<file path="config.mk">
export PLATFORM = sky130hd
export DESIGN_NAME = cipher_frame_sequencer_flat
export DESIGN_NICKNAME = d
export VERILOG_FILES = /design/src/rtl/cipher_seq_pkg.sv /design/src/rtl/cipher_frame_sequencer_if.sv /design/src/rtl/cipher_rr_arb2.sv /design/src/rtl/cipher_frame_sequencer.sv /design/src/flat_wrapper.sv
export SDC_FILE = /design/constraint.sdc
export NUM_CORES = 1
export LEC_CHECK = 0
export ABC_AREA = 1
export ABC_CLOCK_PERIOD_IN_PS = 8800
export CORE_UTILIZATION = 50
export CTS_CLUSTER_DIAMETER = 50
export DETAILED_ROUTE_END_ITERATION = 10
export PLACE_DENSITY = 0.8
export SYNTH_ARGS = -nofsm -noshare
export SYNTH_HDL_FRONTEND = slang
export SYNTH_HIERARCHICAL = 1
export SYNTH_SLANG_ARGS = --single-unit
</file>
<file path="constraint.sdc">
create_clock -name clk -period 8.8 [get_ports clk]
set_clock_uncertainty 0.2 [all_clocks]
set_input_delay 1.32 -clock clk [delete_from_list [all_inputs] [get_ports clk]]
set_output_delay 1.32 -clock clk [all_outputs]
set_load 0.01 [all_outputs]
</file>
<file path="src/rtl/cipher_seq_pkg.sv">
// Shared types and constants for the cipher frame sequencer.
package cipher_seq_pkg;

  typedef enum logic [2:0] {
    IDLE,
    GRANT,
    CFG,
    CFG_GAP,
    EN,
    GAP,
    DONE
  } seq_state_t;

  localparam int CFG_GAP_CYCLES = 2;

  function automatic int cfg_len(input int m);
    return 2 * m + 2;
  endfunction

endpackage

</file>
<file path="src/rtl/cipher_frame_sequencer_if.sv">
// Pin bundle between the frame sequencer (master) and the dual XOR stream cipher (slave).
interface cipher_frame_sequencer_if;
  logic c_cfg_en;
  logic c_cfg_i;
  logic c_tx_en;
  logic c_tx_p;
  logic c_rx_en;
  logic c_rx_e;
  logic c_tx_e;
  logic c_rx_p;

  modport master (
    output c_cfg_en, c_cfg_i, c_tx_en, c_tx_p, c_rx_en, c_rx_e,
    input  c_tx_e, c_rx_p
  );

  modport slave (
    input  c_cfg_en, c_cfg_i, c_tx_en, c_tx_p, c_rx_en, c_rx_e,
    output c_tx_e, c_rx_p
  );
endinterface

</file>
<file path="src/rtl/cipher_rr_arb2.sv">
// Two-requester round-robin arbiter; the last-grant register starts on rx so tx wins first.
module cipher_rr_arb2 (
  input  logic clk,
  input  logic rst_n,
  input  logic en,
  input  logic req_tx,
  input  logic req_rx,
  output logic gnt_tx,
  output logic gnt_rx
);

  logic last_rx;

  always_comb begin
    gnt_tx = en & req_tx & (~req_rx | last_rx);
    gnt_rx = en & req_rx & (~req_tx | ~last_rx);
  end

  always_ff @(posedge clk or negedge rst_n) begin
    if (!rst_n) begin
      last_rx <= 1'b1;
    end else if (gnt_tx | gnt_rx) begin
      last_rx <= gnt_rx;
    end
  end

endmodule

</file>
<file path="src/rtl/cipher_frame_sequencer.sv">
// Frame controller: arbitrates tx/rx requesters, optionally reloads the cipher config chain,
// then streams one W-bit frame through the cipher a bit at a time.
module cipher_frame_sequencer
  import cipher_seq_pkg::*;
#(
  parameter int M = 32,
  parameter int W = 16
) (
  input  logic                 clk,
  input  logic                 rst_n,
  input  logic [2*M+1:0]       cfg_word,
  input  logic                 tx_req,
  input  logic                 rx_req,
  input  logic                 tx_rekey,
  input  logic                 rx_rekey,
  input  logic [W-1:0]         tx_data,
  input  logic [W-1:0]         rx_data,
  output logic                 tx_ack,
  output logic                 rx_ack,
  output logic                 done,
  output logic [W-1:0]         result,
  output logic                 result_dir,
  output logic                 busy,
  cipher_frame_sequencer_if.master cif
);

  localparam int CFG_LEN = cfg_len(M);
  localparam int CFG_CW  = $clog2(CFG_LEN);
  localparam int BIT_CW  = $clog2(W);

  seq_state_t          state_q, state_d;
  logic                dir_q;
  logic                cfg_valid_q;
  logic [CFG_CW-1:0]   cfg_cnt_q;
  logic [BIT_CW-1:0]   bit_cnt_q;
  logic [CFG_LEN-1:0]  cfg_q;
  logic [W-1:0]        data_q;
  logic [W-1:0]        acc_q;
  logic                gnt_tx, gnt_rx;
  logic                rekey_sel;
  logic                cur_bit;

  cipher_rr_arb2 u_arb (
    .clk    (clk),
    .rst_n  (rst_n),
    .en     (state_q == IDLE),
    .req_tx (tx_req),
    .req_rx (rx_req),
    .gnt_tx (gnt_tx),
    .gnt_rx (gnt_rx)
  );

  assign rekey_sel = dir_q ? rx_rekey : tx_rekey;

  always_comb begin
    state_d = state_q;
    case (state_q)
      IDLE:    if (gnt_tx | gnt_rx) state_d = GRANT;
      GRANT:   state_d = (rekey_sel || !cfg_valid_q) ? CFG : EN;
      CFG:     if (cfg_cnt_q == CFG_CW'(CFG_LEN - 1)) state_d = CFG_GAP;
      CFG_GAP: if (cfg_cnt_q == CFG_CW'(CFG_GAP_CYCLES - 1)) state_d = EN;
      EN:      state_d = GAP;
      GAP:     state_d = (bit_cnt_q == BIT_CW'(W - 1)) ? DONE : EN;
      DONE:    state_d = IDLE;
      default: state_d = IDLE;
    endcase
  end

  // Control registers: state, direction, counters and the config-valid flag.
  always_ff @(posedge clk or negedge rst_n) begin
    if (!rst_n) begin
      state_q     <= IDLE;
      dir_q       <= 1'b0;
      cfg_valid_q <= 1'b0;
      cfg_cnt_q   <= '0;
      bit_cnt_q   <= '0;
      result      <= '0;
      result_dir  <= 1'b0;
    end else begin
      state_q <= state_d;
      if (state_q == IDLE && (gnt_tx | gnt_rx)) dir_q <= gnt_rx;
      if (state_q == CFG && state_d == CFG_GAP) cfg_valid_q <= 1'b1;
      if (state_d != state_q) cfg_cnt_q <= '0;
      else if (state_q == CFG || state_q == CFG_GAP) cfg_cnt_q <= cfg_cnt_q + 1'b1;
      if (state_q == GRANT || state_q == CFG_GAP) bit_cnt_q <= '0;
      else if (state_q == GAP && state_d == EN) bit_cnt_q <= bit_cnt_q + 1'b1;
      if (state_q == GAP && state_d == DONE) begin
        result     <= acc_q;
        result_dir <= dir_q;
      end
    end
  end

  // Frame datapath: operands latched at grant, cipher output collected per EN cycle.
  always_ff @(posedge clk) begin
    if (state_q == GRANT) begin
      data_q <= dir_q ? rx_data : tx_data;
      cfg_q  <= cfg_word;
    end
    if (state_q == EN) acc_q[bit_cnt_q] <= dir_q ? cif.c_rx_p : cif.c_tx_e;
  end

  assign cur_bit = data_q[bit_cnt_q];

  assign tx_ack       = (state_q == GRANT) & ~dir_q;
  assign rx_ack       = (state_q == GRANT) & dir_q;
  assign done         = (state_q == DONE);
  assign busy         = (state_q != IDLE);
  assign cif.c_cfg_en = (state_q == CFG);
  assign cif.c_cfg_i  = (state_q == CFG) & cfg_q[cfg_cnt_q];
  assign cif.c_tx_en  = (state_q == EN) & ~dir_q;
  assign cif.c_tx_p   = (state_q == EN) & ~dir_q & cur_bit;
  assign cif.c_rx_en  = (state_q == EN) & dir_q;
  assign cif.c_rx_e   = (state_q == EN) & dir_q & cur_bit;

endmodule
</file>
<file path="src/flat_wrapper.sv">
// flat-port wrapper written by rule: the top's interface ports become plain ports
module cipher_frame_sequencer_flat import cipher_seq_pkg::*;
#(
  parameter int M = 32,
  parameter int W = 16
)
  (clk, rst_n, cfg_word, tx_req, rx_req, tx_rekey, rx_rekey, tx_data, rx_data, tx_ack, rx_ack, done, result, result_dir, busy, cif_c_cfg_en, cif_c_cfg_i, cif_c_tx_en, cif_c_tx_p, cif_c_rx_en, cif_c_rx_e, cif_c_tx_e, cif_c_rx_p);
  cipher_frame_sequencer_if cif_i ();
  input  logic clk;
  input  logic rst_n;
  input  logic [2*M+1:0] cfg_word;
  input  logic tx_req;
  input  logic rx_req;
  input  logic tx_rekey;
  input  logic rx_rekey;
  input  logic [W-1:0] tx_data;
  input  logic [W-1:0] rx_data;
  output logic tx_ack;
  output logic rx_ack;
  output logic done;
  output logic [W-1:0] result;
  output logic result_dir;
  output logic busy;
  output wire logic [$bits(cif_i.c_cfg_en)-1:0] cif_c_cfg_en;
  output wire logic [$bits(cif_i.c_cfg_i)-1:0] cif_c_cfg_i;
  output wire logic [$bits(cif_i.c_tx_en)-1:0] cif_c_tx_en;
  output wire logic [$bits(cif_i.c_tx_p)-1:0] cif_c_tx_p;
  output wire logic [$bits(cif_i.c_rx_en)-1:0] cif_c_rx_en;
  output wire logic [$bits(cif_i.c_rx_e)-1:0] cif_c_rx_e;
  input wire logic [$bits(cif_i.c_tx_e)-1:0] cif_c_tx_e;
  input wire logic [$bits(cif_i.c_rx_p)-1:0] cif_c_rx_p;
  assign cif_c_cfg_en = cif_i.c_cfg_en;
  assign cif_c_cfg_i = cif_i.c_cfg_i;
  assign cif_c_tx_en = cif_i.c_tx_en;
  assign cif_c_tx_p = cif_i.c_tx_p;
  assign cif_c_rx_en = cif_i.c_rx_en;
  assign cif_c_rx_e = cif_i.c_rx_e;
  assign cif_i.c_tx_e = cif_c_tx_e;
  assign cif_i.c_rx_p = cif_c_rx_p;
  cipher_frame_sequencer #(.M(M), .W(W)) u_core (.clk(clk), .rst_n(rst_n), .cfg_word(cfg_word), .tx_req(tx_req), .rx_req(rx_req), .tx_rekey(tx_rekey), .rx_rekey(rx_rekey), .tx_data(tx_data), .rx_data(rx_data), .tx_ack(tx_ack), .rx_ack(rx_ack), .done(done), .result(result), .result_dir(result_dir), .busy(busy), .cif(cif_i));
endmodule
</file>
==> results.sh <==
export IMPL_run_status="finished, final reports clean"
export IMPL_routed_wire_length_mm=12.8
export IMPL_max_cap_violations=0
export IMPL_post_synth_num_cell_types=35
export IMPL_synthTopCellsByArea="edfxtp_1 (50%), dfrtp_1 (14%), nand2_1 (10%)"
export IMPL_ioPinCount=133
export IMPL_hold_ws_ns=0.273
export IMPL_power_density_mw_per_mm2=255
export IMPL_synth_simple_gate_area_share_pct=20.5
export IMPL_fp_dieArea_mm2=0.0121
export IMPL_grt_use_met3_pct=6.11
export IMPL_clk_pin_slew_ns=0.05
export IMPL_startpoint_type="register"
export IMPL_die_width_um=110
export IMPL_total_nets_final=812
export IMPL_min_delay_path_depth=1
export IMPL_initialDrtViolationCount=344
export IMPL_synth_xor_area_share_pct=0.749
export IMPL_route_detailed_drc=0
export IMPL_n_antenna_cell=0
export IMPL_worst_endpoint_arrival_ns=3.35
export IMPL_yosysWarningCount=6
export IMPL_ctsRootBufferMaster="clkbuf_16"
export IMPL_yosysTopAreaCell="edfxtp_1"
export IMPL_synth_enable_flop_cells=98
export IMPL_worst_ep_required_time_ns=7.28
export IMPL_clock_tree_from_tritoncts="yes"
export IMPL_worstSkewPairLatency_ns=0.41
export IMPL_post_synth_instance_area_mm2=0.00584
export IMPL_layout_area_overhead_vs_synth_pct=34.8
export IMPL_post_synth_top_area_fraction_pct=50.4
export IMPL_grt_util_met1_pct=28.0
export IMPL_crit_fanout=21
export IMPL_cts_hold_buf=0
export IMPL_gr_usage_met2_pct=36.7
export IMPL_clock_tree_buffer_depth=2
export IMPL_filler_cell_count=867
export IMPL_hpwl_mm=8.98
export IMPL_globalRouteTotalUtil_pct=22.8
export IMPL_global_route_overflow_total=0
export IMPL_global_route_wire_length_before_repair_mm=20.2
export IMPL_route_vias_total=4383
export IMPL_yosys_mux_area_fraction_pct=3.08
export IMPL_core_mm2=0.0114
export IMPL_period_minus_slack_ns=4.87
export IMPL_syn_inst=564
export IMPL_timing_final_crit_share_pct=55.4
export IMPL_rows=39
export IMPL_synth_seq_area_share_pct=64.9
export IMPL_place_port_buffers=132
export IMPL_main_combinational_cell_family_by_area_after_synthesis="simple AND/OR/NAND/NOR gates"
export IMPL_synth_seq_cells=132
export IMPL_via_count_of_the_first_global_routing_pass=4306
export IMPL_chipHeight_um=110
export IMPL_grt_setup_unrepaired="no"
export IMPL_synth_adder_area_share_pct=1.28
export IMPL_wl_cell_um=14.9
export IMPL_worst_r2r_cell_count=10
export IMPL_synth_compound_gate_area_share_pct=4.50
export IMPL_syn_area_per_cell_um2=10.4
export IMPL_netlist_top_cells_count="nand2_1 (160), edfxtp_1 (98), nor2_1 (80), inv_1 (48), dfrtp_1 (33)"
export IMPL_post_route_cells_drive_above_1_share_pct=9.12
export IMPL_grt_max_degree=84
export IMPL_detailedRoute_firstPassIterationCount=6
export IMPL_yosysMostFrequentCell="nand2_1"
export IMPL_crit_type="register to output port"
export IMPL_route_detailed_vias_per_inst=5.12
export IMPL_finalWeightedCongestion=0.878
export IMPL_timing_hold_worst_class="register to register"
export IMPL_h_tree_depth=4
export IMPL_gr_max_usage_layer="met2"
export IMPL_antenna_found_initial=0
export IMPL_report_final_slew_viol_count=0
export IMPL_final_setup_tns_ns=0
export IMPL_route_antenna_remaining_nets=0
export IMPL_finalSetupViolations=0
export IMPL_leakage_power_figure_nw=3.27
export IMPL_tightestPinTransition_ns=1.03
export IMPL_yosys_most_used_dff="edfxtp_1"
export IMPL_synth_net_count=676
export IMPL_vdd_drop_max_mv=0.176
export IMPL_setup_worst_path_end_class="output port"
export IMPL_number_of_cells_upsized_or_downsized_after_cts=0
export IMPL_async_flop_share_pct=25.8
export IMPL_tritoncts_num_sinks=132
export IMPL_max_clock_freq_mhz=205
export IMPL_final_hold_violation_count=0
export IMPL_cts_buffers=17
export IMPL_relSlewSlack_pct=31.2
export IMPL_post_cts_setup_buffer_count=0
export IMPL_initial_utilization_pct=51.2
[placed cells by master, fill, tap and decap left out, drive strengths merged]
master / n
mux2: 16
o31ai: 1
clkbuf: 20
clkdlybuf4s50: 132
nand2: 161
nor3b: 1
bufinv: 4
nand3: 28
clkinv: 8
dfrtp: 33
o22ai: 4
xor2: 5
nor2: 84
edfxtp: 98
nor3: 6
or2: 1
buf: 3
clkinvlp: 1
a21boi: 2
o21ai: 30
a21oi: 8
nand4: 4
a22o: 1
nor4: 1
o211ai: 1
inv: 52
o221ai: 1
dfstp: 1
ha: 6
[critical path, stage by stage (launching register included)]
cell             delay, ns
dfrtp_1               0.76
clkinv_1              0.68
nor2_1                0.26
o21ai_0               0.11
nand2_1               0.09
nand2_1               0.06
nand3_1               0.08
nor2_1                0.04
nor2_1                0.09
nand2_1               0.05
a21oi_1               0.15
clkdlybuf4s50_1       0.56
[metal layers]
metal | share of wire [%] | vias to the layer above | routed length, um
met5 | 0 | - | 0
met4 | 2.8 | 0 | 357
met3 | 6.6 | 32 | 847
met2 | 50 | 178 | 6390
met1 | 41 | 2036 | 5170
li1 | - | 2137 | -
[metrics by stage]
stage	instances	setup slack (ns)	instance area, um^2	util, %	power [W]
global route	856	3.65	7880	69.0	0.00211
detailed placement	824	4.33	7280	63.8	0.00131
CTS	856	3.92	7880	69.0	0.00203
finish	856	3.93	7880	69.0	0.00201
global placement	824	4.48	7280	63.8	0.00128
floorplan	564	0.241	5840	-	0.00115
[where the power goes]
| part | switching, W | internal (W) | total, W | leakage (nW) |
|---|---|---|---|---|
| logic | 0.000296 | 0.000162 | 0.000459 | 1.62 |
| clock network | 0.000241 | 0.000469 | 0.000710 | 0.295 |
| registers | 0.0000540 | 0.000790 | 0.000844 | 1.36 |
| total | 0.000591 | 0.00142 | 0.00201 | 3.27 |
[registers in the layout, indices dropped and copies added (netlist names)]
signal,count
u_core/state_q,3
u_core/cfg_valid_q,1
u_core/cfg_cnt_q,7
u_core/result_dir,1
u_core/u_arb/last_rx,1
u_core/bit_cnt_q,4
u_core/dir_q,1
u_core/cfg_q,66
u_core/acc_q,16
u_core/result,16
u_core/data_q,16
[cells by family after synthesis]
group | after synthesis
xor gates and xnor gates | 5
AOI/OAI and AO/OA | 48
and+or+nand+nor | 286
DFF | 132
muxes | 16
buffers and inverters | 71
adders and majority gates | 6
[worst paths after layout]
path / startpoint / slack [ns] / to
max: u_core/cfg_cnt_q[1] / 3.93 / cif_c_cfg_i
min: u_core/cfg_valid_q / 0.27 / u_core/cfg_valid_q
max reg2reg: u_core/cfg_cnt_q[1] / 5.65 / u_core/cfg_cnt_q[3]
min reg2reg: u_core/cfg_valid_q / 0.27 / u_core/cfg_valid_q
max in group asynchronous: rst_n / 6.93 / u_core/u_arb/last_rx
min in group asynchronous: rst_n / 1.12 / u_core/result[10]
[final cells by class]
type | instances | area, um^2 | share of cell area, %
multi-input combinational | 361 | 1760 | 22.4
clock inverter | 12 | 161 | 2.05
timing repair buffer | 135 | 1340 | 17.1
inverter | 53 | 199 | 2.53
clock buffer | 20 | 437 | 5.54
tap | 143 | 179 | 2.27
sequential | 132 | 3790 | 48.2
Note: power is estimated with default switching activity, not from simulation.
